[src/rtl/fetch_stage_pkg.sv]
// rtl/fetch_stage_pkg.sv - shared widths, reset values and NOP encoding for the fetch stage
//
// Provides the fallback values of the shared defines (ISIZE, NOP_INST, RESET_PC) when no
// project-wide define file has set them, and exposes them as package localparams.
// Also holds the load-source selector used by the fetch output register.

`ifndef ISIZE
`define ISIZE 32
`endif
`ifndef NOP_INST
`define NOP_INST 0
`endif
`ifndef RESET_PC
`define RESET_PC 0
`endif

package fetch_stage_pkg;

   localparam int ISIZE_DEF = `ISIZE;

   // All-zero NOP: what decode sees while nothing valid has been fetched.
   localparam logic [ISIZE_DEF-1:0] NOP_INST     = ISIZE_DEF'(`NOP_INST);
   localparam logic [ISIZE_DEF-1:0] RESET_PC_DEF = ISIZE_DEF'(`RESET_PC);

   // Where the output register takes its next contents from.
   typedef enum logic [1:0] {
      LD_HOLD  = 2'd0,   // keep current contents (stalled or idle)
      LD_CLEAR = 2'd1,   // consumed by decode, nothing to replace it
      LD_MEM   = 2'd2,   // fresh response from instruction memory
      LD_SKID  = 2'd3    // response parked in the skid buffer
   } out_sel_e;

endpackage

[src/rtl/fetch_stage_if.sv]
// rtl/fetch_stage_if.sv - instruction-memory, redirect and decode-handshake bundle
//
// Signals:
//   imem_en, imem_addr        fetch -> memory read request
//   imem_rdata                memory -> fetch, valid the cycle after the request
//   redirect_vld, redirect_pc execute -> fetch taken branch/jump
//   out_valid, out_inst, out_pc fetch -> decode
//   out_ready                 decode -> fetch
// Modports: master = fetch stage side, slave = environment (memory/execute/decode) side.

interface fetch_stage_if
   import fetch_stage_pkg::*;
#(
   parameter int W = ISIZE_DEF
);

   logic         imem_en;
   logic [W-1:0] imem_addr;
   logic [W-1:0] imem_rdata;
   logic         redirect_vld;
   logic [W-1:0] redirect_pc;
   logic         out_valid;
   logic         out_ready;
   logic [W-1:0] out_inst;
   logic [W-1:0] out_pc;

   modport master (
      output imem_en, imem_addr, out_valid, out_inst, out_pc,
      input  imem_rdata, redirect_vld, redirect_pc, out_ready
   );

   modport slave (
      input  imem_en, imem_addr, out_valid, out_inst, out_pc,
      output imem_rdata, redirect_vld, redirect_pc, out_ready
   );

endinterface

[src/rtl/fetch_skid_buf.sv]
// rtl/fetch_skid_buf.sv - one-entry {inst, pc} skid buffer, built only with FETCH_SKID_EN
//
// Ports:
//   clk, rst              clock, synchronous active-high reset
//   flush                 discard the held entry (redirect)
//   in_valid/in_ready     write side; accepts only when empty
//   in_inst, in_pc        entry to capture
//   out_valid/out_ready   read side; entry leaves on out_valid & out_ready
//   out_inst, out_pc      held entry
// Macro: FETCH_SKID_EN (module exists only when defined).

`ifdef FETCH_SKID_EN
module fetch_skid_buf
   import fetch_stage_pkg::*;
#(
   parameter int ISIZE = ISIZE_DEF
) (
   input  logic             clk,
   input  logic             rst,
   input  logic             flush,
   input  logic             in_valid,
   output logic             in_ready,
   input  logic [ISIZE-1:0] in_inst,
   input  logic [ISIZE-1:0] in_pc,
   output logic             out_valid,
   input  logic             out_ready,
   output logic [ISIZE-1:0] out_inst,
   output logic [ISIZE-1:0] out_pc
);

   logic             vld_q;
   logic [ISIZE-1:0] inst_q;
   logic [ISIZE-1:0] pc_q;

   always_ff @(posedge clk) begin
      if (rst || flush) begin
         vld_q <= 1'b0;
      end else if (!vld_q) begin
         vld_q <= in_valid;
      end else if (out_ready) begin
         vld_q <= 1'b0;
      end

      // Payload needs no reset: it is only observed while vld_q is set.
      if (!vld_q && in_valid) begin
         inst_q <= in_inst;
         pc_q   <= in_pc;
      end
   end

   assign in_ready  = ~vld_q;
   assign out_valid = vld_q;
   assign out_inst  = inst_q;
   assign out_pc    = pc_q;

endmodule
`endif

[src/rtl/fetch_stage.sv]
// rtl/fetch_stage.sv - instruction fetch: PC, imem request tracking and decode output register
//
// Ports:
//   clk        single clock, rising edge
//   rst        synchronous reset, active-high; overrides every other input
//   bus        fetch_stage_if.master: imem_en/imem_addr/imem_rdata, redirect_vld/redirect_pc,
//              out_valid/out_ready/out_inst/out_pc
// Parameters: ISIZE (width), PC_STEP (increment per fetch), RESET_PC (PC after reset).
// Macro: FETCH_SKID_EN - when defined, a response arriving under back-pressure is parked in
//   a one-entry skid buffer; when undefined it is dropped and the PC rewinds to replay it.

module fetch_stage
   import fetch_stage_pkg::*;
#(
   parameter int               ISIZE    = ISIZE_DEF,
   parameter int               PC_STEP  = 1,
   parameter logic [ISIZE-1:0] RESET_PC = ISIZE'(RESET_PC_DEF)
) (
   input  logic          clk,
   input  logic          rst,
   fetch_stage_if.master bus
);

   localparam logic [ISIZE-1:0] STEP = ISIZE'(PC_STEP);
   localparam logic [ISIZE-1:0] NOP  = ISIZE'(NOP_INST);

   logic [ISIZE-1:0] pc_q;
   logic             req_vld_q;
   logic [ISIZE-1:0] req_pc_q;
   logic             out_valid_q;
   logic [ISIZE-1:0] out_inst_q;
   logic [ISIZE-1:0] out_pc_q;

   logic             stall;
   logic             issue;
   logic             skid_vld;
   logic [ISIZE-1:0] skid_inst;
   logic [ISIZE-1:0] skid_pc;
   out_sel_e         out_sel;

   assign stall = out_valid_q & ~bus.out_ready;
   // A redirect cycle never issues: the old pc_q is wrong-path and the target is not
   // loaded until the edge.
   assign issue = ~stall & ~skid_vld & ~bus.redirect_vld & ~rst;

   assign bus.imem_en   = issue;
   assign bus.imem_addr = pc_q;

`ifdef FETCH_SKID_EN
   logic skid_push;
   logic skid_in_ready;

   // Only a response that cannot enter the stalled output register is parked.
   assign skid_push = req_vld_q & stall & skid_in_ready;

   fetch_skid_buf #(
      .ISIZE(ISIZE)
   ) u_skid (
      .clk      (clk),
      .rst      (rst),
      .flush    (bus.redirect_vld),
      .in_valid (skid_push),
      .in_ready (skid_in_ready),
      .in_inst  (bus.imem_rdata),
      .in_pc    (req_pc_q),
      .out_valid(skid_vld),
      .out_ready(bus.out_ready),
      .out_inst (skid_inst),
      .out_pc   (skid_pc)
   );
`else
   assign skid_vld  = 1'b0;
   assign skid_inst = '0;
   assign skid_pc   = '0;
`endif

   // While the skid holds an entry no request is outstanding, so the skid and a memory
   // response never compete for the output register.
   always_comb begin
      out_sel = LD_HOLD;
      if (skid_vld && bus.out_ready) begin
         out_sel = LD_SKID;
      end else if (req_vld_q && !stall) begin
         out_sel = LD_MEM;
      end else if (bus.out_ready) begin
         out_sel = LD_CLEAR;
      end
   end

   always_ff @(posedge clk) begin
      if (rst) begin
         pc_q        <= RESET_PC;
         req_vld_q   <= 1'b0;
         req_pc_q    <= RESET_PC;
         out_valid_q <= 1'b0;
         out_inst_q  <= NOP;
         out_pc_q    <= '0;
      end else if (bus.redirect_vld) begin
         // Squash everything younger than the branch, including a stalled output.
         pc_q        <= bus.redirect_pc;
         req_vld_q   <= 1'b0;
         out_valid_q <= 1'b0;
      end else begin
         req_vld_q <= issue;
         if (issue) begin
            req_pc_q <= pc_q;
            pc_q     <= pc_q + STEP;
         end
`ifndef FETCH_SKID_EN
         // Response lost to back-pressure: point the PC back at it so it is re-fetched.
         if (req_vld_q && stall) begin
            pc_q <= req_pc_q;
         end
`endif
         unique case (out_sel)
            LD_SKID: begin
               out_valid_q <= 1'b1;
               out_inst_q  <= skid_inst;
               out_pc_q    <= skid_pc;
            end
            LD_MEM: begin
               out_valid_q <= 1'b1;
               out_inst_q  <= bus.imem_rdata;
               out_pc_q    <= req_pc_q;
            end
            LD_CLEAR: out_valid_q <= 1'b0;
            LD_HOLD:  out_valid_q <= out_valid_q;
         endcase
      end
   end

   assign bus.out_valid = out_valid_q;
   assign bus.out_inst  = out_inst_q;
   assign bus.out_pc    = out_pc_q;

endmodule
[src/flat_wrapper.sv]
// flat-port wrapper written by rule: the top's interface ports become plain ports
module fetch_stage_flat import fetch_stage_pkg::*;
#(
   parameter int               ISIZE    = ISIZE_DEF,
   parameter int               PC_STEP  = 1,
   parameter logic [ISIZE-1:0] RESET_PC = ISIZE'(RESET_PC_DEF)
)
  (clk, rst, bus_imem_en, bus_imem_addr, bus_out_valid, bus_out_inst, bus_out_pc, bus_imem_rdata, bus_redirect_vld, bus_redirect_pc, bus_out_ready);
  fetch_stage_if bus_i ();
  input  logic clk;
  input  logic rst;
  output wire logic [$bits(bus_i.imem_en)-1:0] bus_imem_en;
  output wire logic [$bits(bus_i.imem_addr)-1:0] bus_imem_addr;
  output wire logic [$bits(bus_i.out_valid)-1:0] bus_out_valid;
  output wire logic [$bits(bus_i.out_inst)-1:0] bus_out_inst;
  output wire logic [$bits(bus_i.out_pc)-1:0] bus_out_pc;
  input wire logic [$bits(bus_i.imem_rdata)-1:0] bus_imem_rdata;
  input wire logic [$bits(bus_i.redirect_vld)-1:0] bus_redirect_vld;
  input wire logic [$bits(bus_i.redirect_pc)-1:0] bus_redirect_pc;
  input wire logic [$bits(bus_i.out_ready)-1:0] bus_out_ready;
  assign bus_imem_en = bus_i.imem_en;
  assign bus_imem_addr = bus_i.imem_addr;
  assign bus_out_valid = bus_i.out_valid;
  assign bus_out_inst = bus_i.out_inst;
  assign bus_out_pc = bus_i.out_pc;
  assign bus_i.imem_rdata = bus_imem_rdata;
  assign bus_i.redirect_vld = bus_redirect_vld;
  assign bus_i.redirect_pc = bus_redirect_pc;
  assign bus_i.out_ready = bus_out_ready;
  fetch_stage #(.ISIZE(ISIZE), .PC_STEP(PC_STEP), .RESET_PC(RESET_PC)) u_core (.clk(clk), .rst(rst), .bus(bus_i));
endmodule
[config.mk]
export PLATFORM = sky130hd
export DESIGN_NAME = fetch_stage_flat
export DESIGN_NICKNAME = d
export VERILOG_FILES = /design/src/rtl/fetch_stage_pkg.sv /design/src/rtl/fetch_stage_if.sv /design/src/rtl/fetch_skid_buf.sv /design/src/rtl/fetch_stage.sv /design/src/flat_wrapper.sv
export SDC_FILE = /design/constraint.sdc
export NUM_CORES = 1
export LEC_CHECK = 0
export ABC_AREA = 1
export CAP_MARGIN = 10
export CORE_ASPECT_RATIO = 1.25
export CORE_MARGIN = 1.5
export CORE_UTILIZATION = 28
export CTS_CLUSTER_DIAMETER = 30
export DETAILED_ROUTE_END_ITERATION = 10
export PLACE_DENSITY = 0.53
export SYNTH_ARGS = -nofsm -noshare
export SYNTH_HDL_FRONTEND = slang
export SYNTH_HIERARCHICAL = 1
export SYNTH_SLANG_ARGS = --single-unit
[constraint.sdc]
create_clock -name clk -period 4.57 [get_ports clk]
set_input_delay 0.914 -clock clk [delete_from_list [all_inputs] [get_ports clk]]
set_output_delay 0.914 -clock clk [all_outputs]
set_load 0.02 [all_outputs]
Yosys cells after proc, flatten, opt, wreduce, memory -nomap -nowiden
Cells that the tools add are included.
Word-level totals
  output and inout bits: 98
  bits in writable memories: 0
  bits of input ports: 68
  latch bits: 0
  word-level logic and storage cells: 35
  bits in read-only memories: 0
  memories: 0
  bits in registers: 130
Operators by class
  bitwise logic cells: 7
  multiplexer cells: 8
  equal/unequal tests: 3
  reductions and logical operators: 10
  $mul: 0
  divide/modulo/power cells: 0
  add/subtract/negate cells: 1
  $lt $le $gt $ge: 0
  shift-type cells: 0
Operators with widths (count)
  $pmux W32 S2: 2
  $mux W32: 3
  $add A32 B1 Y32 const B: 1
  $eq A2 B2 Y1 const B: 2
  $not A1 Y1: 4
  $reduce_and A2 Y1: 2
  $reduce_or A2 Y1: 2
  $and A1 B1 Y1: 3
  $reduce_bool A3 Y1: 1
  $eq A2 B1 Y1 const B: 1
  $logic_and A1 B1 Y1: 2
  $logic_not A2 Y1: 1
  $mux W2: 1
  $pmux W1 S2: 1
  $reduce_bool A2 Y1: 1
  $logic_not A1 Y1: 1
  $mux W1: 1

Depth between registers and ports, before layout
  depth after elaboration: 8
  mapped depth: 11
  depth with buffers taken out: 11

Worst setup path before layout
Ideal clock, no wire load.
  kind: in2out
  from: input bus_redirect_vld
  to: output bus_imem_en
  required time: 3.656 ns
  cell stages on the path: 6
  path slack: 1.916 ns
  arrival: 1.740 ns
  path buffers: 3
  path through: buf_2 -> nor2_2 -> nand2_1 -> buf_2 -> buf_2 -> inv_1
On the way
  cells in the longest elaborated chain, start to end: 3
RTL lines
  start: declaration: line flat_wrapper.sv:18  | input wire logic [$bits(bus_i.redirect_vld)-1:0] bus_redirect_vld;
  $not A1 Y1: line fetch_stage.sv:44  | assign issue = ~stall & ~skid_vld & ~bus.redirect_vld & ~rst;
  $and A1 B1 Y1 (2 in a row): line fetch_stage.sv:44
  end: declaration: line flat_wrapper.sv:12  | output wire logic [$bits(bus_i.imem_en)-1:0] bus_imem_en;
No other way between the ends.

Final worst setup path
Same ends and word-level chain as after synthesis.

==> results.md <==
* Critical path, cell by cell: clkdlybuf4s50_1 -> nor2_2 -> nand2_2 -> inv_1 -> clkdlybuf4s50_1
* Register bit total from synthesis at 130
* Nets@finish at ~1100
* Share of cells above drive strength 1 at 6.98%
* Vias at just over 6000
* Fin crit period at 3370 ps
* Most numerous cell on the critical path: clkdlybuf4s50_1
* RSZ-0062 raised after global routing: no
* DP Wirelength at around 13000 um
* Sequential share of the synthesized area at 42.5%
* Hold_buf cts at 0
* H-tree depth at 4
* Vias in the first global route at ~5800
* Initial antenna violation count at 0
* PortBufs at 165
* Drt first-iter violations at 368
* Clock Skews at 10.3 ps
* DRT antenna net count at 0
* Crit path kind: in -> out
* Pwr/cell area at 364 nW/um2
* I/O Pins at 166
* Fin crit share at 73.7%
* CTS tree: done
* Clk sink count at 130
* Status: completed
* Crit-path leading delay family: buffers and inverters
* Number of gates resized after CTS at 0
* Grt total ovfl at 0
* P_leak at about 3.4 nW
* Slew Viols, Final at 0
* Worst Tran Pin Value at slightly above 900 ps
* Pin count of the biggest net entering global routing at 84
* Global-route wire length before repair at 30800 um
* Final Hold Viols at 0
* Final setup violating endpoints at 0
* # Post-CTS Setup Buffers at 0
* Die footprint at 22800 um2
* Gate Count Post-Synth at between 900 and 1000
* Drt first pass iters at 5
* Drc violations at 0
* Num CTS Buffers at 17
* Max clock buf depth at 2
* Core area at 21500 um2
* Netlist cell types at 30
* Commonest non-fill, non-tap cell in the layout: nand2_1
* Initial core utilization at between 20% and 30%
* Worst path slowest cell: clkdlybuf4s50_1
* GPL Wtd Cong at 0.815
* Synth Warn # at 6
* Worst Hold Class: reg -> reg
* Clock root buffer: clkbuf_16
* Max VDD drop at 0.242 mV
* Post-synthesis cell area at 6120 um2
* Vias per cell at 4.54
* Critical Path End Type: output pin
* CP max FO at 8
* Die extent in y at roughly 170 um
* Area growth syn-to-layout at 40.6%
* Crit-path max cell delay at 590 ps
* Max cap viols at 0
* CTS clk-pin slew, worst paths at 60 ps
* Post-layout util at 40.1%
* Critical Path RT at 3660 ps
* Antenna cells at 0
* Worst slew margin at between 30 and 40%
* Max Fclk at between 200 and 300 MHz
* Setup TNS at 0 ps
* Final WL at 19300 um
* Mean Syn Cell Area at 6.76 um2
* Crit path DAT at 2460 ps
* Startpoint types: input port
* Mean routed wirelength per cell at 14.4 um
* WP buf/inv at 3
* # rows at 60
* Most frequent cells in the layout: nand2_1, clkdlybuf4s50_1, o21ai_0
* Mapped Nets at 974
* Die W at 135 um
* Gr usage total at between 10% and 20%
* Worst skew pair latency at about 420 ps
==> registers in the layout, summed over array words and instances (netlist names) <==
name	cells
u_core/bus.out_pc	32
u_core/req_vld_q	1
u_core/bus.out_inst	32
u_core/bus.out_valid	1
u_core/req_pc_q	32
u_core/bus.imem_addr	32
==> worst paths after layout <==
path / start / endpoint / slack (ps) / cells past startpoint
hold / removal: u_core/req_pc_q[26] / u_core/bus.out_pc[26] / 470 / 2
hold reg to reg: u_core/req_pc_q[26] / u_core/bus.out_pc[26] / 470 / 2
setup reg to reg: u_core/bus.out_valid / u_core/bus.imem_addr[19] / 2450 / 10
setup / recovery: bus_redirect_vld / bus_imem_en / 1200 / 5
==> synthesized netlist by cell type, drive strengths merged <==
cell	count	area [um2]
buf	19	93.8
nand4	1	6.26
clkbuf	34	128
xor2	5	43.8
nand2	175	677
a31oi	4	25.0
o21ai	154	771
o211ai	5	37.5
dfxtp	130	2600
o21a	1	7.51
nor3	1	5.00
a21oi	70	365
ha	1	12.5
nand3	58	295
a22oi	1	7.51
inv	110	413
o21bai	7	52.6
nor2	126	558
or2	1	6.26
and2	2	12.5
==> kinds of logic (layout without fill, tap and decap cells) <==
family	count (synthesis)	count (layout)	share of synthesized area, %
buffers and inverters	163	318	10.4
adder cells (fa/ha/maj)	1	1	0.204
flip-flops	130	130	42.5
AO/OA/AOI/OAI	242	242	20.7
XOR/XNOR	5	5	0.716
AND/OR/NAND/NOR	364	364	25.5
==> worst reg2reg max path, stage by stage, from the launching register on <==
cell     delay, ps
dfxtp_1        320
inv_1           50
nor2_2         130
inv_1           70
nand2_2        110
buf_4          530
nand3_2        140
inv_1          110
buf_4          330
nand2_1        130
a21oi_2        140
==> where the power goes <==
part | internal (mW) | total (mW) | switching (mW)
registers | 1.20 | 1.26 | 0.0599
clock network | 0.902 | 1.42 | 0.521
logic | 0.205 | 0.451 | 0.246
==> metrics by stage <==
stage | power [mW] | setup slack (ps) | instance area (um2) | std cells | hold slack (ps)
global route | 3.28 | 1110 | 8600 | 1339 | 503
floorplan | 1.51 | 1920 | 6120 | 905 | 439
finish | 3.13 | 1200 | 8600 | 1339 | 467
detailed placement | 1.74 | 1170 | 7980 | 1307 | 461
global placement | 1.73 | 1200 | 7980 | 1307 | 454
CTS | 3.17 | 1170 | 8600 | 1339 | 472
==> final cells by class <==
class | instances | area (um2)
Tap cell | 279 | 349
Fill cell | 2337 | 12900
Clock inverter | 12 | 154
Multi-Input combinational cell | 612 | 2890
Clock buffer | 20 | 467
Timing Repair Buffer | 176 | 1730
Inverter | 110 | 413
Sequential cell | 130 | 2600
==> routing by layer <==
metal  vias up  part of all wire [%]  GRT usage, %
met4         0                   1.8          6.08
met3        26                   4.9          3.34
li1       3187                     -             -
met2       168                    45          28.3
met5         -                     0             0
met1      2694                    48          22.7
(Power assumes the default switching activity.)
